## config.mk

```make
export PLATFORM = sky130hd
export DESIGN_NAME = triangle_host
export DESIGN_NICKNAME = d
export VERILOG_FILES = /design/src/rtl/triangle_pkg.sv /design/src/rtl/tri_bitmap.sv /design/src/rtl/triangle_host.sv
export SDC_FILE = /design/constraint.sdc
export NUM_CORES = 1
export LEC_CHECK = 0
export CAP_MARGIN = 0
export CORE_ASPECT_RATIO = 1.5
export CORE_UTILIZATION = 50
export DETAILED_ROUTE_END_ITERATION = 10
export PLACE_DENSITY_LB_ADDON = 0.25
export SYNTH_ARGS = -nofsm -noshare
export SYNTH_HDL_FRONTEND = slang
export SYNTH_SLANG_ARGS = --single-unit
```

## constraint.sdc

```tcl
create_clock -name clk -period 3.4 [get_ports clk]
set_input_delay 0.34 -clock clk [delete_from_list [all_inputs] [get_ports clk]]
set_output_delay 0.34 -clock clk [all_outputs]
set_load 0.02 [all_outputs]
```

## src/rtl/triangle_pkg.sv

```systemverilog
// Shared types and constants for the triangle rasterizer host.
// Holds the host FSM state encoding and the layout of the packed
// triangle command word {x2,y2,x1,y1,x0,y0} (y0 at the LSBs).
package triangle_pkg;

  // Default coordinate width; the bitmap is 2^COORD_W x 2^COORD_W.
  localparam int COORD_W_DEFAULT = 3;

  // Width of the packed three-vertex command at the default coordinate width.
  localparam int CMD_W = 6 * COORD_W_DEFAULT;

  // Field index of each coordinate inside cmd_xy, in units of COORD_W bits.
  localparam int Y0_FIELD = 0;
  localparam int X0_FIELD = 1;
  localparam int Y1_FIELD = 2;
  localparam int X1_FIELD = 3;
  localparam int Y2_FIELD = 4;
  localparam int X2_FIELD = 5;

  // Host sequencing states.
  typedef enum logic [2:0] {
    ST_IDLE      = 3'd0,
    ST_SEND0     = 3'd1,
    ST_SEND1     = 3'd2,
    ST_SEND2     = 3'd3,
    ST_WAIT_BUSY = 3'd4,
    ST_COLLECT   = 3'd5,
    ST_DONE      = 3'd6
  } tri_host_state_t;

endpackage

```

## src/rtl/tri_bitmap.sv

```systemverilog
// Pixel occupancy bitmap: one bit per {y,x} address.
// Synchronous clear, single set port that also reports whether the bit
// was still zero (for unique-pixel counting), and a registered read port
// that returns the pre-update value on a same-cycle read/set collision.
module tri_bitmap #(
  parameter int ADDR_W = 6
) (
  input  logic              clk,
  input  logic              reset,
  input  logic              clr,
  input  logic              set_en,
  input  logic [ADDR_W-1:0] set_addr,
  output logic              set_was_zero,
  input  logic [ADDR_W-1:0] rd_addr,
  output logic              rd_data
);

  localparam int DEPTH = 1 << ADDR_W;

  logic [DEPTH-1:0] bits_q, bits_d;
  logic             rd_data_q, rd_data_d;

  assign set_was_zero = ~bits_q[set_addr];
  assign rd_data      = rd_data_q;

  // Next bitmap contents and read data; the read samples the current bits.
  always_comb begin
    // NOTE: defaults first so every path assigns every output; a missing branch would infer a latch.
    bits_d    = bits_q;
    rd_data_d = bits_q[rd_addr];
    if (clr) begin
      bits_d = '0;
    end else if (set_en) begin
      bits_d[set_addr] = 1'b1;
    end
  end

  // Bitmap and read register.
  always_ff @(posedge clk) begin
    // NOTE: non-blocking assignments so every flop samples pre-edge values regardless of block order.
    if (reset) begin
      // NOTE: this storage is flops, not RAM, and must read back all-zero after reset, so it is reset explicitly.
      bits_q    <= '0;
      rd_data_q <= 1'b0;
    end else begin
      bits_q    <= bits_d;
      rd_data_q <= rd_data_d;
    end
  end

endmodule

```

## src/rtl/triangle_host.sv

```systemverilog
// Command-side driver and pixel collector for the triangle rasterizer.
// Accepts one triangle command, serialises its three vertices onto nt/xi/yi,
// follows the rasterizer's busy handshake and records every emitted point
// into an occupancy bitmap with a unique-pixel count.
// Optional feature: define TRIANGLE_HOST_TIMEOUT_EN to add a cycle budget
// (TIMEOUT) over WAIT_BUSY+COLLECT that aborts to DONE and raises err.
module triangle_host
  import triangle_pkg::*;
#(
  parameter int COORD_W   = COORD_W_DEFAULT,
  parameter int BUSY_WAIT = 4,
  parameter int TIMEOUT   = 255
) (
  input  logic                 clk,
  input  logic                 reset,
  input  logic                 cmd_valid,
  output logic                 cmd_ready,
  input  logic [6*COORD_W-1:0] cmd_xy,
  output logic                 nt,
  output logic [COORD_W-1:0]   xi,
  output logic [COORD_W-1:0]   yi,
  input  logic                 busy,
  input  logic                 po,
  input  logic [COORD_W-1:0]   xo,
  input  logic [COORD_W-1:0]   yo,
  output logic                 done,
  output logic                 err,
  output logic [2*COORD_W:0]   pix_count,
  input  logic [2*COORD_W-1:0] rd_addr,
  output logic                 rd_data
);

  localparam int ADDR_W   = 2 * COORD_W;
  localparam int PIX_W    = ADDR_W + 1;
  localparam int WAIT_W   = $clog2(BUSY_WAIT + 1);
  localparam int V12_BASE = Y1_FIELD * COORD_W;
  localparam int V12_W    = 4 * COORD_W;

  localparam logic [PIX_W-1:0]  PIX_MAX   = {1'b1, {ADDR_W{1'b0}}};
  localparam logic [WAIT_W-1:0] WAIT_LAST = WAIT_W'(BUSY_WAIT - 1);

  tri_host_state_t      state_q, state_d;
  logic [V12_W-1:0]     vtx12_q, vtx12_d;   // v1 and v2 of the accepted command
  logic                 nt_q, nt_d;
  logic [COORD_W-1:0]   xi_q, xi_d;
  logic [COORD_W-1:0]   yi_q, yi_d;
  logic [WAIT_W-1:0]    wait_q, wait_d;
  logic [PIX_W-1:0]     pix_count_q, pix_count_d;

  logic                 accept;
  logic                 in_run;
  logic                 cap_en;
  logic                 cap_new;
  logic                 tmo_hit;

  logic [COORD_W-1:0]   v0_x, v0_y, v1_x, v1_y, v2_x, v2_y;

  assign v0_x = cmd_xy[X0_FIELD*COORD_W +: COORD_W];
  assign v0_y = cmd_xy[Y0_FIELD*COORD_W +: COORD_W];
  assign v1_x = vtx12_q[X1_FIELD*COORD_W - V12_BASE +: COORD_W];
  assign v1_y = vtx12_q[Y1_FIELD*COORD_W - V12_BASE +: COORD_W];
  assign v2_x = vtx12_q[X2_FIELD*COORD_W - V12_BASE +: COORD_W];
  assign v2_y = vtx12_q[Y2_FIELD*COORD_W - V12_BASE +: COORD_W];

  // Ready is held low while reset is asserted even though the state is IDLE.
  assign cmd_ready = (state_q == ST_IDLE) && !reset;
  assign accept    = cmd_valid && cmd_ready;
  assign in_run    = (state_q == ST_WAIT_BUSY) || (state_q == ST_COLLECT);
  assign cap_en    = po && in_run;

  assign nt        = nt_q;
  assign xi        = xi_q;
  assign yi        = yi_q;
  assign done      = (state_q == ST_DONE);
  assign pix_count = pix_count_q;

  tri_bitmap #(
    .ADDR_W(ADDR_W)
  ) u_bitmap (
    .clk         (clk),
    .reset       (reset),
    .clr         (accept),
    .set_en      (cap_en),
    .set_addr    ({yo, xo}),
    .set_was_zero(cap_new),
    .rd_addr     (rd_addr),
    .rd_data     (rd_data)
  );

`ifdef TRIANGLE_HOST_TIMEOUT_EN
  localparam int TMO_W = $clog2(TIMEOUT + 1);

  logic [TMO_W-1:0] tmo_q, tmo_d;
  logic             err_q, err_d;

  // Only consulted in WAIT_BUSY/COLLECT; the counter restarts on the way in.
  assign tmo_hit = (tmo_q == TMO_W'(TIMEOUT));
  assign err     = err_q;

  // Run-time budget counter and sticky error flag.
  always_comb begin
    tmo_d = tmo_q;
    err_d = err_q;
    if (state_q == ST_SEND2) begin
      tmo_d = '0;
    end else if (in_run && !tmo_hit) begin
      tmo_d = tmo_q + 1'b1;
    end
    if (accept) begin
      err_d = 1'b0;
    end else if (in_run && tmo_hit) begin
      err_d = 1'b1;
    end
  end

  // Timeout registers.
  always_ff @(posedge clk) begin
    if (reset) begin
      tmo_q <= '0;
      err_q <= 1'b0;
    end else begin
      tmo_q <= tmo_d;
      err_q <= err_d;
    end
  end
`else
  logic unused_timeout;

  assign tmo_hit        = 1'b0;
  assign err            = 1'b0;
  assign unused_timeout = ^TIMEOUT;
`endif

  // Sequencing FSM, vertex bus, busy-wait counter and unique-pixel counter.
  always_comb begin
    state_d     = state_q;
    vtx12_d     = vtx12_q;
    nt_d        = 1'b0;
    xi_d        = xi_q;
    yi_d        = yi_q;
    wait_d      = wait_q;
    pix_count_d = pix_count_q;

    // The vertex bus is registered, so each state loads what the next one shows.
    case (state_q)
      ST_IDLE: begin
        if (accept) begin
          vtx12_d = cmd_xy[V12_BASE +: V12_W];
          nt_d    = 1'b1;
          xi_d    = v0_x;
          yi_d    = v0_y;
          state_d = ST_SEND0;
        end
      end
      ST_SEND0: begin
        xi_d    = v1_x;
        yi_d    = v1_y;
        state_d = ST_SEND1;
      end
      ST_SEND1: begin
        xi_d    = v2_x;
        yi_d    = v2_y;
        state_d = ST_SEND2;
      end
      ST_SEND2: begin
        wait_d  = '0;
        state_d = ST_WAIT_BUSY;
      end
      ST_WAIT_BUSY: begin
        // busy rising wins over the wait limit on the same cycle.
        if (tmo_hit) begin
          state_d = ST_DONE;
        end else if (busy) begin
          state_d = ST_COLLECT;
        end else if (wait_q == WAIT_LAST) begin
          state_d = ST_DONE;
        end else begin
          wait_d = wait_q + 1'b1;
        end
      end
      ST_COLLECT: begin
        if (tmo_hit || !busy) begin
          state_d = ST_DONE;
        end
      end
      ST_DONE: begin
        state_d = ST_IDLE;
      end
      default: begin
        state_d = ST_IDLE;
      end
    endcase

    if (accept) begin
      pix_count_d = '0;
    end else if (cap_en && cap_new && (pix_count_q != PIX_MAX)) begin
      pix_count_d = pix_count_q + 1'b1;
    end
  end

  // Host registers.
  always_ff @(posedge clk) begin
    if (reset) begin
      state_q     <= ST_IDLE;
      vtx12_q     <= '0;
      nt_q        <= 1'b0;
      xi_q        <= '0;
      yi_q        <= '0;
      wait_q      <= '0;
      pix_count_q <= '0;
    end else begin
      state_q     <= state_d;
      vtx12_q     <= vtx12_d;
      nt_q        <= nt_d;
      xi_q        <= xi_d;
      yi_q        <= yi_d;
      wait_q      <= wait_d;
      pix_count_q <= pix_count_d;
    end
  end

endmodule
```

==> flow_metrics.env, run 1 <==
export IMPL_cp_buffers_inverters=2
export IMPL_area_growth_pct=20.58
export IMPL_grt_usage=0.2761
export IMPL_synth_top_cells_by_area="dfxtp_1 (41%), mux4_2 (11%), nor2_1 (7.8%), a21oi_1 (7.4%), nand2_1 (4.0%)"
export IMPL_ys_seq_area_frac=0.4148
export IMPL_fin_crit_ns=2.857
export IMPL_rows=42
export IMPL_port_buffers=51
export IMPL_max_freq_ghz=0.3500
export IMPL_ir_drop_uv=338.2
export IMPL_synth_edf_count=0
export IMPL_met2_usage=0.4659
export IMPL_die_h_um=120.5
export IMPL_drc=0
export IMPL_crit_chain="clkdlybuf4s50_1, buf_4, mux2_2, o22ai_1, a21oi_1, a311oi_1, nand4_2, or3_1, a21oi_1"
export IMPL_relSlewSlack=0.4270
export IMPL_p_leak_uw=0.002123
export IMPL_drive_gt1_frac=0.1295
export IMPL_clockBufferDepth=2
export IMPL_syn_inst=530
export IMPL_post_cts_setup_buffers=0
export IMPL_slowest_stage="clkdlybuf4s50_1"
export IMPL_worst_slew_pin_slew_ns=0.8563
export IMPL_ctsHoldBuffers=0
export IMPL_hold_viol=0
export IMPL_hold_ws_ns=0.4747
export IMPL_synth_top_area_cell="dfxtp_1"
export IMPL_max_stage_delay_ns=0.64
export IMPL_syn_nets=569
export IMPL_grt_setup_unrepaired="no"
export IMPL_cts_sinks=97
export IMPL_cp_num_cells=9
export IMPL_cellPowerDensity_mw_per_mm2=465.6
export IMPL_post_drt_wl_per_cell_um=18.19
export IMPL_use_met1=0.3060
export IMPL_start_util=0.5241
export IMPL_post_route_period_util=0.8403
export IMPL_drt_iter0_drc=222
export IMPL_crit_family="buffers and inverters"
export IMPL_cts_tree="done"
export IMPL_synthFlopType="dfxtp_1"
export IMPL_antennaDiodeCount=0
export IMPL_whs_path_depth=2
export IMPL_antenna_found_initial=0
export IMPL_pin_count=53
export IMPL_power_uw=2629
export IMPL_grtUsageMet3=0.05887
export IMPL_cts_buffers=9
export IMPL_end_kind="flop"
export IMPL_finish_net_count=614
export IMPL_drv_slew=0
export IMPL_ys_warnings_count=0
export IMPL_cp_arrival_ns=3.13
export IMPL_path_max_fanout=13
export IMPL_die_w_um=81.01
export IMPL_design_core_area_sq_mm=0.008934
export IMPL_layout_filler_cells=758
export IMPL_cp_required_ns=3.67
export IMPL_syn_mean_instance_area_sq_um=8.834
export IMPL_cts_htree_levels=3
export IMPL_crit_type="input port to flop"
export IMPL_hold_path_class="flop to flop"
export IMPL_finalSetupTns_ns=0
export IMPL_ys_ff_latch=97
export IMPL_setup_viol=0
export IMPL_yosysUniqueCellTypes=51
export IMPL_globalRouteOverflowTotal=0
export IMPL_die_area_sq_mm=0.009763
export IMPL_cts_root_buf="clkbuf_16"
export IMPL_vias=4181
export IMPL_grt_most_used_layer="met2"
export IMPL_ctsResizeCount=0
export IMPL_grt_pass1_vias=4148
export IMPL_start_kind="input port"
export IMPL_crit_top_cell="a21oi_1"
export IMPL_firstDrtPassIters=4
export IMPL_dpl_hpwl_mm=9.051
export IMPL_grt_first_pass_wirelength_mm=20.31
export IMPL_clk_pin_slew_ns=0.06
export IMPL_syn_area_sq_mm=0.004682
export IMPL_async_reset_ff_frac=0
export IMPL_grt_max_degree=34
export IMPL_reg2reg_slack_ns=0.92
export IMPL_maxCapViolCount=0
export IMPL_vias_per_cell=6.068
export IMPL_place_congestion=0.9664
export IMPL_rr_worst_depth=7
export IMPL_status="finished, final reports clean"
export IMPL_finClkSkew_ns=0.004275
export IMPL_wirelength_mm=12.54
export IMPL_ant_nets=0
export IMPL_yosysTopAreaCellShare=0.4148
export IMPL_clkLatencyLatePin_ns=0.34
[flip-flops by register name, indices dropped and copies added (netlist names)]
name and cells:
vtx12_q 12, u_bitmap.bits_q 64, state_q 3, yi 3, wait_q 3, nt 1, xi 3, u_bitmap.rd_data 1
pix_count 7
[where the power goes]
part | internal, uW | leakage [uW] | switching [uW]
logic | 155 | 0.00118 | 202
clock network | 660 | 0.000159 | 415
registers | 1170 | 0.000785 | 23.3
total | 1990 | 0.00212 | 640
[stage by stage]
step	area, sq um	util	setup slack [ns]	std cells
2_1_floorplan	4682	-	0.9108	530
3_3_place_gp	5328	0.5964	0.2780	674
3_5_place_dp	5328	0.5964	0.2143	674
4_1_cts	5645	0.6319	0.5531	689
5_1_grt	5645	0.6319	0.2826	689
6_report	5645	0.6319	0.5431	689
[cell usage after synthesis, types with 3 or more instances]
cell type,number
mux2_2,8
clkbuf_1,23
dfxtp_1,97
nand2_1,50
mux2i_1,13
a21oi_1,69
a211oi_1,10
nand3_1,6
nand2b_1,6
buf_6,3
and3_1,4
mux4_2,23
a31oi_1,6
inv_1,8
nor4_1,3
nand3b_1,13
nor2b_1,8
and3b_1,3
o22ai_1,7
or3_1,4
buf_1,6
nor2_1,97
buf_2,5
ha_1,4
nor3_1,8
o21ai_0,15
[cells in the final DEF (no fill, tap or decap), types with 3 or more instances in the layout]
| cell type | netlist | routed |
|---|---|---|
| dfxtp_1 | 97 | 97 |
| and3b_1 | 3 | 3 |
| nor2b_1 | 8 | 8 |
| clkbuf_16 | 0 | 9 |
| mux2i_1 | 13 | 13 |
| nand3_1 | 6 | 6 |
| o22ai_1 | 7 | 7 |
| a21oi_1 | 69 | 69 |
| mux4_2 | 23 | 23 |
| or3_1 | 4 | 4 |
| ha_1 | 4 | 4 |
| nand3b_1 | 13 | 13 |
| buf_4 | 2 | 21 |
| clkdlybuf4s50_1 | 0 | 51 |
| a211oi_1 | 10 | 10 |
| nor3_1 | 8 | 8 |
| o21ai_0 | 15 | 15 |
| nor4_1 | 3 | 3 |
| a31oi_1 | 6 | 6 |
| nand2_1 | 50 | 50 |
| nor2_1 | 97 | 97 |
| inv_1 | 8 | 8 |
| and3_1 | 4 | 4 |
| nand2b_1 | 6 | 5 |
| mux2_2 | 8 | 8 |
[final timing paths]
kind                                          from                        end
hold / removal             vtx12_q[4]$_SDFFE_PP0P_    vtx12_q[4]$_SDFFE_PP0P_
hold reg to reg            vtx12_q[4]$_SDFFE_PP0P_    vtx12_q[4]$_SDFFE_PP0P_
setup reg to reg  u_bitmap.bits_q[48]$_SDFFE_PP0P_  pix_count[4]$_SDFFE_PP0P_
setup / recovery                             xo[2]  pix_count[4]$_SDFFE_PP0P_
[worst register-to-register path, cell delays in order, from the launching register on]
cell and delay [ns]:
dfxtp_1 0.34, mux2_4 0.27, a32o_1 0.19, or3_1 0.38, a221oi_2 0.28, nand4_2 0.34, or3_1 0.45, a21oi_1 0.15
[routing by layer]
layer  wire length [um]  vias up
met1               4775     1995
li1                   -     1973
met4                702        0
met5                  0        -
met3                762       54
met2               6295      159
[cell families after synthesis]
family | count (synthesis) | synth area share
compound gates | 122 | 0.1531
xor+xnor | 1 | 0.001871
fa+ha+maj | 4 | 0.01069
buf+inv | 47 | 0.04543
flops | 97 | 0.4148
mux | 46 | 0.1633
other cells | 1 | 0.0008009
simple gates | 212 | 0.2100
[layout make-up]
| class | count | area (sq um) | area share |
|---|---|---|---|
| sequential | 97 | 1942 | 0.3440 |
| clock inverter | 5 | 78.83 | 0.01396 |
| inverter | 8 | 30.03 | 0.005319 |
| multi-input combinational | 386 | 2530 | 0.4481 |
| clock buffer | 10 | 239.0 | 0.04233 |
| tap | 110 | 137.6 | 0.02438 |
| timing repair buffer | 73 | 688.2 | 0.1219 |
No activity file was read; power rests on OpenSTA's default activity.
==> run 2, diff against run 1 <==
==> constraint.sdc (replaced) <==
create_clock -name clk -period 2.6 [get_ports clk]
set_input_delay 0.26 -clock clk [delete_from_list [all_inputs] [get_ports clk]]
set_output_delay 0.26 -clock clk [all_outputs]
set_load 0.02 [all_outputs]
==> run 2 against run 1 <==
Register-to-register slack got worse by 0.65 ns; sequential share of layout area fell by 1.9 points; clock-buffer cell count fell by 1; largest cell class unchanged; setup slack got worse by 0.41 ns; flip-flop and latch count did not move; die area did not move; routed wire length rose by 5.0%; clock skew rose by 0.0078 ns; critical path depth rose by 1; hold slack got worse by 0.032 ns; first-iteration DRC count rose by 9.5%.
==> flow_metrics.env, run 2 (synthesized netlist as in run 1, its figures left out) <==
export IMPL_status="finished, final reports clean"
export IMPL_port_buffers=51
export IMPL_p_switching_uw=892.1
export IMPL_post_cts_setup_buffers=0
export IMPL_hold_path_class="input port to flop"
export IMPL_setup_viol=0
export IMPL_cts_sinks=97
export IMPL_dpl_hpwl_mm=9.460
export IMPL_area_growth_pct=27.74
export IMPL_start_kind="input port"
export IMPL_max_stage_delay_ns=0.48
export IMPL_finClkSkew_ns=0.01212
export IMPL_antennaDiodeCount=0
export IMPL_antenna_found_initial=0
export IMPL_drc=0
export IMPL_pwr_share_comb=0.146
export IMPL_clockBufferDepth=2
export IMPL_cellPowerDensity_mw_per_mm2=587.3
export IMPL_crit_chain="clkdlybuf4s50_1, buf_6, buf_4, nor2_1, a32o_1, or3_4, a221oi_4, nand4_4, or3_4, a21oi_1"
export IMPL_clkLatencyLatePin_ns=0.35
export IMPL_grt_pass1_vias=4310
export IMPL_maxCapViolCount=0
export IMPL_cts_buffers=9
export IMPL_place_inst=706
export IMPL_swShare=0.2540
export IMPL_layout_common_cells="nor2_1 (97), dfxtp_1 (97), a21oi_1 (69), nand2_1 (50), buf_4 (50)"
export IMPL_cts_htree_levels=3
export IMPL_rr_worst_depth=7
export IMPL_cts_root_buf="clkbuf_16"
export IMPL_worst_slew_pin_slew_ns=0.6471
export IMPL_grt_setup_unrepaired="no"
export IMPL_cp_arrival_ns=2.76
export IMPL_design_core_area_sq_mm=0.008934
export IMPL_crit_type="input port to flop"
export IMPL_grt_max_degree=43
export IMPL_hold_viol=0
export IMPL_largest_register_ffs=64
export IMPL_place_congestion=0.9435
export IMPL_whs_path_depth=3
export IMPL_path_max_fanout=5
export IMPL_drt_iter0_drc=243
export IMPL_hold_ws_ns=0.4423
export IMPL_drv_slew=0
export IMPL_post_drt_wl_per_cell_um=18.20
export IMPL_crit_family="simple AND/OR/NAND/NOR gates"
export IMPL_wirelength_mm=13.16
export IMPL_timing_final_ws_setup_ns=0.1291
export IMPL_start_util=0.5241
export IMPL_firstDrtPassIters=8
export IMPL_grt_first_pass_wirelength_mm=20.80
export IMPL_max_freq_ghz=0.4047
export IMPL_p_leak_uw=0.002317
export IMPL_cp_num_cells=10
export IMPL_drive_gt1_frac=0.1843
export IMPL_cts_tree="done"
export IMPL_crit_top_cell="or3_4"
export IMPL_cp_required_ns=2.89
export IMPL_grt_usage=0.2847
export IMPL_cp_buffers_inverters=3
export IMPL_fin_crit_ns=2.471
export IMPL_globalRouteOverflowTotal=0
export IMPL_post_place_ws_ns=-0.3473
export IMPL_clk_pin_slew_ns=0.07
export IMPL_clock_power_share=0.409
export IMPL_intPower_uw=2620
export IMPL_rows=42
export IMPL_regMostFlops="u_bitmap.bits_q"
export IMPL_ant_nets=0
export IMPL_vias=4307
export IMPL_layout_filler_cells=724
export IMPL_ir_drop_uv=435.0
export IMPL_final_cells=723
export IMPL_post_route_period_util=0.9504
export IMPL_relSlewSlack=0.5646
export IMPL_vias_per_cell=5.957
export IMPL_pin_count=53
export IMPL_slowest_stage="clkdlybuf4s50_1"
export IMPL_end_kind="flop"
export IMPL_seq_power_share=0.445
export IMPL_die_h_um=120.5
export IMPL_die_w_um=81.01
export IMPL_utilization=0.6695
export IMPL_die_area_sq_mm=0.009763
export IMPL_finish_net_count=647
==> run 2: changes by cell type in the layout (fill, tap and decap cells not counted), moves of 2 or more <==
| cell | previous run | this run |
|---|---|---|
| or3_4 | 0 | 2 |
| buf_12 | 1 | 3 |
| inv_6 | 1 | 3 |
| buf_4 | 21 | 50 |
| dlymetal6s2s_1 | 0 | 2 |
| clkdlybuf4s50_1 | 51 | 49 |
| or3_1 | 4 | 2 |
==> run 2: layout make-up <==
type	count	area, sq um	share of cell area
clock buffers	9	225.2	0.03766
clock inverters	7	98.84	0.01653
inverters	8	30.03	0.005021
multi-input cells	387	2585	0.4322
flip-flops and latches	97	1942	0.3247
well taps	110	137.6	0.02301
repair buffers	105	962.2	0.1609
==> run 2: timing repair <==
item,in CTS,in global routing
endpoints found under the setup margin,0,7
hold buffers,0,0
gates resized for setup,0,12
==> run 2: routing by layer <==
layer,vias to the layer above,share of wire,GRT usage
li1,2042,-,-
met1,2029,0.38,0.3113
met2,180,0.51,0.4921
met3,56,0.059,0.05509
met4,0,0.053,0.1763
met5,-,0,0
==> run 2: metrics by stage <==
stage / cell area (sq um) / total power, uW / setup TNS, ns
2_1_floorplan: 4682 / 1878 / 0
4_1_cts: 5904 / 3535 / 0
5_1_grt: 5981 / 3653 / 0
6_report: 5981 / 3512 / 0
3_3_place_gp: 5580 / 2088 / -1.733
3_5_place_dp: 5580 / 2098 / -2.096
==> run 2: final timing paths <==
| path | endpoint | startpoint | slack [ns] |
|---|---|---|---|
| max | pix_count[6]$_SDFFE_PP0P_ | xo[0] | 0.13 |
| min | vtx12_q[8]$_SDFFE_PP0P_ | cmd_xy[14] | 0.44 |
| max reg2reg | pix_count[6]$_SDFFE_PP0P_ | u_bitmap.bits_q[48]$_SDFFE_PP0P_ | 0.27 |
| min reg2reg | vtx12_q[6]$_SDFFE_PP0P_ | vtx12_q[6]$_SDFFE_PP0P_ | 0.48 |
==> run 2: worst reg2reg max path: stages (launching register included) <==
cell and delay, ns:
dfxtp_1 0.33, mux2_4 0.27, a32o_1 0.20, or3_4 0.40, a221oi_4 0.38, nand4_4 0.18
or3_4 0.40, a21oi_1 0.13
==> run 2: power groups by stage <==
stage                     clock (uW)  sequential (uW)  combinational (uW)
final                           1440             1560                 512
after detailed placement           0             1600                 501
after floorplan                    0             1620                 258
after CTS                       1470             1560                 504
after global routing            1530             1570                 558
after global placement             0             1590                 493
